==> src/rtl/baud_gen_pkg.sv <==
// rtl/baud_gen_pkg.sv - shared defaults and limits for the fractional baud generator
package baud_gen_pkg;

    localparam int OVERSAMPLE_DEF = 16;
    localparam int DIV_W_DEF      = 16;
    localparam int FRAC_W_DEF     = 8;
    // Divisors below this are clamped so a tick can never fire every cycle.
    localparam int MIN_DIV        = 2;

endpackage

==> src/rtl/baud_frac_acc.sv <==
// rtl/baud_frac_acc.sv - fractional phase accumulator; carry-out stretches the next tick period
module baud_frac_acc
    import baud_gen_pkg::*;
#(
    parameter int FRAC_W = FRAC_W_DEF
) (
    input  logic              clk,
    input  logic              rst,
    input  logic              clear_i,
    input  logic              step_i,
    input  logic [FRAC_W-1:0] frac_i,
    output logic              stretch_o
);

    logic [FRAC_W-1:0] acc_q, acc_d;
    logic              stretch_q, stretch_d;

    always_comb begin
        acc_d     = acc_q;
        stretch_d = stretch_q;
        if (clear_i) begin
            acc_d     = '0;
            stretch_d = 1'b0;
        end else if (step_i) begin
            {stretch_d, acc_d} = {1'b0, acc_q} + {1'b0, frac_i};
        end
    end

    always_ff @(posedge clk) begin
        if (rst) begin
            acc_q     <= '0;
            stretch_q <= 1'b0;
        end else begin
            acc_q     <= acc_d;
            stretch_q <= stretch_d;
        end
    end

    assign stretch_o = stretch_q;

endmodule

==> src/rtl/baud_gen_frac.sv <==
// rtl/baud_gen_frac.sv - oversample/mid/baud tick generator; BAUD_GEN_FRAC_EN adds the fractional divisor
module baud_gen_frac
    import baud_gen_pkg::*;
#(
    parameter int OVERSAMPLE = OVERSAMPLE_DEF,
    parameter int DIV_W      = DIV_W_DEF,
    parameter int FRAC_W     = FRAC_W_DEF
) (
    input  logic              clk,
    input  logic              rst,
    input  logic              enable,
    input  logic              restart,
    input  logic [DIV_W-1:0]  div_int,
    input  logic [FRAC_W-1:0] div_frac,
    output logic              os_tick,
    output logic              mid_tick,
    output logic              baud_tick
);

    localparam int OS_W = $clog2(OVERSAMPLE);

    logic             en_q;
    logic [DIV_W-1:0] eff_int_q;
    logic [DIV_W-1:0] cnt_q, cnt_d;
    logic [OS_W-1:0]  os_cnt_q, os_cnt_d;
    logic             os_tick_q, os_tick_d;
    logic             mid_q, mid_d;
    logic             baud_q, baud_d;
    logic             load;
    logic             terminal;
    logic             stretch;
    logic [DIV_W:0]   p_int;
    logic [DIV_W:0]   last;

    // Shadows reload on restart and on the first enabled cycle; that cycle never counts.
    assign load     = restart | (enable & ~en_q);
    assign p_int    = (eff_int_q < DIV_W'(MIN_DIV)) ? (DIV_W+1)'(MIN_DIV) : {1'b0, eff_int_q};
    assign last     = p_int + (DIV_W+1)'(stretch) - (DIV_W+1)'(1);
    assign terminal = enable & ~load & ({1'b0, cnt_q} == last);

`ifdef BAUD_GEN_FRAC_EN
    logic [FRAC_W-1:0] eff_frac_q;

    always_ff @(posedge clk) begin
        if (rst || load || terminal) begin
            eff_frac_q <= div_frac;
        end
    end

    baud_frac_acc #(
        .FRAC_W (FRAC_W)
    ) u_frac_acc (
        .clk       (clk),
        .rst       (rst),
        .clear_i   (load | ~enable),
        .step_i    (terminal),
        .frac_i    (eff_frac_q),
        .stretch_o (stretch)
    );
`else
    logic unused_frac;
    assign unused_frac = ^div_frac;
    assign stretch     = 1'b0;
`endif

    always_comb begin
        cnt_d     = cnt_q;
        os_cnt_d  = os_cnt_q;
        os_tick_d = 1'b0;
        mid_d     = 1'b0;
        baud_d    = 1'b0;
        if (load || !enable) begin
            cnt_d    = '0;
            os_cnt_d = '0;
        end else if (terminal) begin
            cnt_d     = '0;
            os_cnt_d  = os_cnt_q + OS_W'(1);
            os_tick_d = 1'b1;
            mid_d     = (os_cnt_q == OS_W'(OVERSAMPLE/2 - 1));
            baud_d    = (os_cnt_q == OS_W'(OVERSAMPLE - 1));
        end else begin
            cnt_d = cnt_q + DIV_W'(1);
        end
    end

    always_ff @(posedge clk) begin
        if (rst) begin
            en_q      <= 1'b0;
            eff_int_q <= div_int;
            cnt_q     <= '0;
            os_cnt_q  <= '0;
            os_tick_q <= 1'b0;
            mid_q     <= 1'b0;
            baud_q    <= 1'b0;
        end else begin
            en_q      <= enable;
            if (load || terminal) begin
                eff_int_q <= div_int;
            end
            cnt_q     <= cnt_d;
            os_cnt_q  <= os_cnt_d;
            os_tick_q <= os_tick_d;
            mid_q     <= mid_d;
            baud_q    <= baud_d;
        end
    end

    assign os_tick   = os_tick_q;
    assign mid_tick  = mid_q;
    assign baud_tick = baud_q;

endmodule

==> config.mk <==
export PLATFORM = sky130hd
export DESIGN_NAME = baud_gen_frac
export DESIGN_NICKNAME = d
export VERILOG_FILES = /design/src/rtl/baud_gen_pkg.sv /design/src/rtl/baud_frac_acc.sv /design/src/rtl/baud_gen_frac.sv
export SDC_FILE = /design/constraint.sdc
export NUM_CORES = 1
export LEC_CHECK = 0
export ABC_CLOCK_PERIOD_IN_PS = 6200
export CAP_MARGIN = 30
export CORE_ASPECT_RATIO = 0.7
export CORE_MARGIN = 10
export CORE_UTILIZATION = 61
export CTS_BUF_LIST = sky130_fd_sc_hd__clkbuf_8
export DETAILED_ROUTE_END_ITERATION = 6
export HOLD_SLACK_MARGIN = 0.1
export PLACE_DENSITY = 0.88
export SETUP_SLACK_MARGIN = 0.4
export SYNTH_ARGS = -nofsm -noshare
export SYNTH_HDL_FRONTEND = slang
export SYNTH_HIERARCHICAL = 1
export SYNTH_SLANG_ARGS = --single-unit
==> constraint.sdc <==
create_clock -name clk -period 6.2 [get_ports clk]
set_clock_uncertainty 0.15 [all_clocks]
set_input_delay 0.93 -clock clk [delete_from_list [all_inputs] [get_ports clk]]
set_output_delay 0.93 -clock clk [all_outputs]
set_load 0.005 [all_outputs]
==> results of run 1 <==
## metal layers
metal | vias to the layer above | global-route usage (%) | wire [um]
li1 | 922 | - | -
met1 | 896 | 20.81 | 2287
met2 | 80 | 24.61 | 2336
met3 | 11 | 5.016 | 390
met4 | 0 | 5.461 | 82
met5 | - | 0 | 0
## worst register-to-register path: cells and delay by family (launching register included)
kind / cells / cell delay (ns)
AND/OR/NAND/NOR: 8 / 3.15
flip-flops: 1 / 0.48
AO/OA/AOI/OAI: 2 / 0.42
adder cells (fa/ha/maj): 1 / 0.34
## state kept, by name, summed over array words and instances, names as in the netlist
name	flops
en_q	1
baud_tick	1
os_tick	1
eff_int_q	16
os_cnt_q	4
mid_tick	1
cnt_q	16
## cells by family after synthesis
| logic type | share of synthesized area, % |
|---|---|
| and+or+nand+nor | 28.87 |
| DFF | 43.56 |
| AOI/OAI and AO/OA | 11.80 |
| xor gates and xnor gates | 10.72 |
| buffers and inverters | 2.439 |
| adders and majority gates | 1.702 |
| muxes | 0.9076 |
## per-stage QoR
step | cell area (um2) | hold slack [ns]
after CTS | 2566 | 0.3224
after global placement | 2460 | 0.3041
after detailed placement | 2460 | 0.3016
after global routing | 2566 | 0.3647
after floorplan | 2206 | 0.2762
final | 2566 | 0.3278
## cell usage after synthesis (4+ instances only)
| cell | instances |
|---|---|
| a21oi_1 | 7 |
| and3_1 | 4 |
| clkbuf_1 | 10 |
| dfxtp_1 | 24 |
| edfxtp_1 | 16 |
| nand2_1 | 6 |
| nand3_1 | 15 |
| nor2_1 | 16 |
| nor3_1 | 21 |
| nor3b_1 | 4 |
| nor4_1 | 8 |
| o211ai_1 | 4 |
| o21ai_0 | 6 |
| or3_1 | 8 |
| or4_1 | 5 |
| xnor2_1 | 18 |
| xor2_1 | 9 |
## cells in the final DEF, fill, tap and decap left out, types with 4 or more instances in the layout
master,count
dfxtp_1,24
or3_1,8
o211ai_1,4
clkdlybuf4s50_1,22
xnor2_1,18
o21ai_0,6
nor3_1,21
nand3_1,15
a21oi_1,7
nor4_1,8
and3_1,4
or4_1,5
nand2_1,6
xor2_1,9
nor3b_1,4
edfxtp_1,16
nor2_1,16
clkbuf_8,5
## cell type report
type | count | area [um2] | area share, %
Tap cell | 50 | 62.56 | 2.438
Sequential cell | 40 | 960.9 | 37.45
Clock buffer | 5 | 68.82 | 2.682
Clock inverter | 3 | 37.54 | 1.463
Multi-Input combinational cell | 177 | 1197 | 46.66
Timing Repair Buffer | 23 | 227.7 | 8.874
Inverter | 3 | 11.26 | 0.4388
## power groups by stage
stage | clock network (W) | registers (W) | logic, W
floorplan | 0 | 0.000295 | 0.0000302
global placement | 0 | 0.000299 | 0.0000453
detailed placement | 0 | 0.000299 | 0.0000476
CTS | 0.000209 | 0.000293 | 0.0000479
global route | 0.000220 | 0.000295 | 0.0000524
finish | 0.000207 | 0.000294 | 0.0000483
## path summary, 6_finish.rpt
| check | from | end | slack (ns) | cells after the start |
|---|---|---|---|---|
| max | eff_int_q[12] | eff_int_q[11] | 1.29 | 11 |
| min | os_cnt_q[3] | mid_tick | 0.33 | 1 |
| max reg2reg | eff_int_q[12] | eff_int_q[11] | 1.29 | 11 |
| min reg2reg | os_cnt_q[3] | mid_tick | 0.33 | 1 |
==> flow_metrics.tcl, run 1 <==
set metrics [dict create \
    outcome "complete, no violations" \
    combPwrFrac_pct 8.8 \
    synth_edf_count 16 \
    fmax_mhz 203.6 \
    synth_area_leader_cell "dfxtp_1" \
    dp_cells 293 \
    clock_path_buffers 2 \
    antennaDiodeCount 0 \
    die_w_um 91.88 \
    rows 18 \
    p_clk_share_pct 37.7 \
    dp_slack_ns 1.295 \
    critPathKind "reg2reg" \
    h-tree-depth 2 \
    synth.distinct_cells 49 \
    final.setup.tns_ns 0 \
    viasPerCell 6.342 \
    power_w 0.0005493 \
    path_buf_inv 0 \
    final-setup-viol-count 0 \
    tightest_slew_ns 0.8759 \
    routedWlPerCell_um 16.93 \
    cts_root_buf "clkbuf_8" \
    max_stage_delay_ns 0.60 \
    p_int_w 0.0004254 \
    ios 31 \
    area_growth_syn_to_layout_pct 16.34 \
    crit_family "simple AND/OR/NAND/NOR gates" \
    finalCritPeriodShare_pct 79.22 \
    fin_util_pct 73.51 \
    n_fill_cell 274 \
    drv_slew 0 \
    synth-warning-count 6 \
    rsz0062_at_grt "no" \
    grt_start_max_net_pins 21 \
    p_leak_nw 0.8023 \
    syn_nets 262 \
    switching_share_pct 22.56 \
    syn_area_mm2 0.002206 \
    numPortBuffers 22 \
    final_antenna_net_count 0 \
    gp_congestion 0.8779 \
    drt_iter0_drc 203 \
    final_nets 281 \
    place_hpwl_um 3810 \
    routed_wl_um 5097 \
    worst_hold_path_type "reg2reg" \
    required_ns 5.98 \
    ys_ff_latch 40 \
    cts_post_setup_buffers_inserted 0 \
    antenna_found_initial 0 \
    yosysSeqAreaShare_pct 43.56 \
    cap_violations 0 \
    grt_pass1_wl_um 8576 \
    clk_pin_slew_ns 0.07 \
    dr.pass1.iters 5 \
    layout-drive-gt1-share_pct 7.570 \
    setup_ws_ns 1.288 \
    seq_power_share_pct 53.5 \
    cts_resized 0 \
    cts_tree "yes" \
    synth.top_cell.area_share_pct 21.78 \
    cts_hold_buf 0 \
    design.core.area_mm2 0.003491 \
    cp_max_fo 16 \
    start_util_pct 63.19 \
    finalNonFillerCells 301 \
    syn_avg_cell_area_um2 9.549 \
    dieHeight_um 70.31 \
    synthArstFlopShare_pct 0 \
    switchingPower_w 0.0001239 \
    clk-insertion-delay-late_ns 0.30 \
    start_kind "flop" \
    postSynthCellCount 231 \
    arrival_ns 4.69 \
    cts_buffers 5 \
    relSlewSlack_pct 41.07 \
    slowest_stage "or4_4" \
    ir_drop_v 0.0001328 \
    die-area_mm2 0.006460 \
    yosys_most_used_dff "dfxtp_1" \
    grt_pass1_vias 1771 \
    cts_num_sinks 40 \
    min_period_ns 4.912 \
    vias 1909 \
    drcViolationCount 0 \
    worstSetupEndpointType "flop" \
    track_usage_pct 16.08 \
    timing.final.hold_violations 0 \
    p_per_area_mw_per_mm2 214.0 \
    synth_area_leaders "dfxtp_1 22%, edfxtp_1 22%, xnor2_1 7.1%" \
    crit_path_cell_trace "or4_4, or3_2, o21ai_1, ha_1, nor3b_1, a21boi_0, nor4b_1, nor3_1, nor4_1, nand2_1, nand3_1" \
    overflow 0 \
]
Power figures use the tool's default switching activity.
==> run 2: changes to the inputs <==
--- a/config.mk
+++ b/config.mk
@@ -5,15 +5,15 @@
 export SDC_FILE = /design/constraint.sdc
 export NUM_CORES = 1
 export LEC_CHECK = 0
-export ABC_CLOCK_PERIOD_IN_PS = 6200
+export ABC_CLOCK_PERIOD_IN_PS = 4700
 export CAP_MARGIN = 30
 export CORE_ASPECT_RATIO = 0.7
 export CORE_MARGIN = 10
-export CORE_UTILIZATION = 61
+export CORE_UTILIZATION = 56
 export CTS_BUF_LIST = sky130_fd_sc_hd__clkbuf_8
 export DETAILED_ROUTE_END_ITERATION = 6
 export HOLD_SLACK_MARGIN = 0.1
-export PLACE_DENSITY = 0.88
+export PLACE_DENSITY = 0.82
 export SETUP_SLACK_MARGIN = 0.4
 export SYNTH_ARGS = -nofsm -noshare
 export SYNTH_HDL_FRONTEND = slang
==> constraint.sdc (replaced) <==
create_clock -name clk -period 4.7 [get_ports clk]
set_clock_uncertainty 0.15 [all_clocks]
set_input_delay 0.705 -clock clk [delete_from_list [all_inputs] [get_ports clk]]
set_output_delay 0.705 -clock clk [all_outputs]
set_load 0.005 [all_outputs]
==> run 2 against run 1 <==
Net effect: power grew 35%; utilization grew 1.5 points; via count grew 1.6%; sequential share of layout area shrank 2.3 points; hold slack gained 0.0014 ns; critical endpoint is now os_cnt_q[3]; highest routed layer unchanged.
==> flow_metrics.tcl, run 2 (synthesized netlist as in run 1, its figures left out) <==
set metrics [dict create \
    drv_slew 0 \
    fmax_mhz 239.8 \
    start_kind "flop" \
    drt_iter0_drc 122 \
    area_growth_syn_to_layout_pct 24.11 \
    cp_max_fo 7 \
    worst_hold_path_type "reg2reg" \
    cts_hold_buf 0 \
    numPortBuffers 22 \
    ir_drop_v 0.0001791 \
    layout_commonest_cell "dfxtp_1" \
    critPathKind "reg2reg" \
    rsz0062_at_grt "yes" \
    routedWlPerCell_um 17.07 \
    grt_pass1_wl_um 8838 \
    dieHeight_um 72.51 \
    finalCritPeriodShare_pct 88.74 \
    antenna_found_initial 0 \
    required_ns 4.76 \
    clk-insertion-delay-late_ns 0.29 \
    rows 18 \
    drcViolationCount 0 \
    final_cell_mix "24 x dfxtp_1, 22 x clkdlybuf4s50_1, 21 x nor3_1" \
    min_period_ns 4.171 \
    final_antenna_net_count 0 \
    design.core.area_mm2 0.003649 \
    cts_root_buf "clkbuf_8" \
    cap_violations 0 \
    max_stage_delay_ns 0.60 \
    arrival_ns 4.23 \
    routed_wl_um 5344 \
    place_hpwl_um 3770 \
    setup_ws_ns 0.5293 \
    final-setup-viol-count 0 \
    h-tree-depth 2 \
    grt_pass1_vias 1889 \
    viasPerCell 6.198 \
    tightest_slew_ns 0.9640 \
    cts_num_sinks 40 \
    grt_start_max_net_pins 21 \
    cts_buffers 5 \
    ios 31 \
    worstSetupEndpointType "flop" \
    p_per_area_mw_per_mm2 271.1 \
    p_leak_nw 0.8838 \
    relSlewSlack_pct 35.14 \
    die_w_um 95.02 \
    clk_pin_slew_ns 0.08 \
    overflow 0 \
    start_util_pct 60.46 \
    critPathMostFrequentCell "or4_4" \
    die-area_mm2 0.006890 \
    dp_slack_ns 0.1349 \
    final.setup.tns_ns 0 \
    antennaDiodeCount 0 \
    final_nets 293 \
    top_regs "cnt_q x16, eff_int_q x16, os_cnt_q x4" \
    timing.final.hold_violations 0 \
    cts_tree "yes" \
    slowest_stage "or4_4" \
    layout-drive-gt1-share_pct 15.59 \
    crit_path_cell_trace "or4_4, or3_4, nor2_2, nor2_1, ha_4, xor2_1, nand3_1, a2111oi_1, o211ai_1, or4_4, or4_1, a21oi_1" \
    clock_path_buffers 2 \
    track_usage_pct 15.92 \
    dr.pass1.iters 4 \
    outcome "complete, no violations" \
    vias 1940 \
    gp_congestion 0.8446 \
]
## run 2: cell count changes in the layout (fill, tap and decap cells not counted), moves of 2 or more
| cell | before | now |
|---|---|---|
| buf_4 | 1 | 12 |
| nor3b_1 | 4 | 1 |
| nor3b_2 | 0 | 3 |
| or3_4 | 0 | 2 |
## run 2: path summary, 6_finish.rpt
path,slack [ns],from,depth (start not counted),to
setup / recovery,0.53,eff_int_q[13],12,os_cnt_q[3]
hold / removal,0.33,os_cnt_q[3],1,mid_tick
setup reg to reg,0.53,eff_int_q[13],12,os_cnt_q[3]
hold reg to reg,0.33,os_cnt_q[3],1,mid_tick
## run 2: worst max-delay path: cells and delay by family, from the launching register on
kind / cells / cell delay, ns
xor+xnor: 1 / 0.15
fa+ha+maj: 1 / 0.27
compound gates: 3 / 0.66
flops: 1 / 0.40
simple gates: 7 / 2.45
## run 2: stage by stage
| stage | instance area (um2) | hold WS, ns | instances | utilization [%] | total power [W] |
|---|---|---|---|---|---|
| 2_1_floorplan | 2206 | 0.2762 | 231 | - | 0.0004286 |
| 3_3_place_gp | 2532 | 0.3103 | 301 | 69.41 | 0.0004619 |
| 3_5_place_dp | 2532 | 0.3211 | 301 | 69.41 | 0.0004643 |
| 4_1_cts | 2696 | 0.3313 | 313 | 73.90 | 0.0007402 |
| 5_1_grt | 2738 | 0.3746 | 313 | 75.03 | 0.0007682 |
| 6_report | 2738 | 0.3292 | 313 | 75.03 | 0.0007421 |
## run 2: report_power, final
part	switching, W	total, W	internal [W]
registers	0.0000115	0.000384	0.000372
clock network	0.000119	0.000274	0.000155
logic	0.0000391	0.0000846	0.0000454
total	0.000170	0.000742	0.000572
## run 2: routing by layer
metal | GRT usage, % | routed length, um
met3 | 4.830 | 379
met2 | 25.53 | 2467
met5 | 0 | 0
met4 | 5.960 | 86
met1 | 19.70 | 2411
## run 2: layout make-up
type / count / area (um2)
fillers: 281 / 910.9
inverters: 3 / 11.26
flip-flops and latches: 40 / 960.9
clock buffers: 5 / 68.82
multi-input cells: 177 / 1266
clock inverters: 3 / 37.54
repair buffers: 35 / 330.3
well taps: 50 / 62.56
## run 2: what timing repair did
action | in CTS | in global routing
buffers inserted | 4 | 0
pin swaps | 2 | 4
resized for setup | 8 | 7
endpoints found under the setup margin | 20 | 20
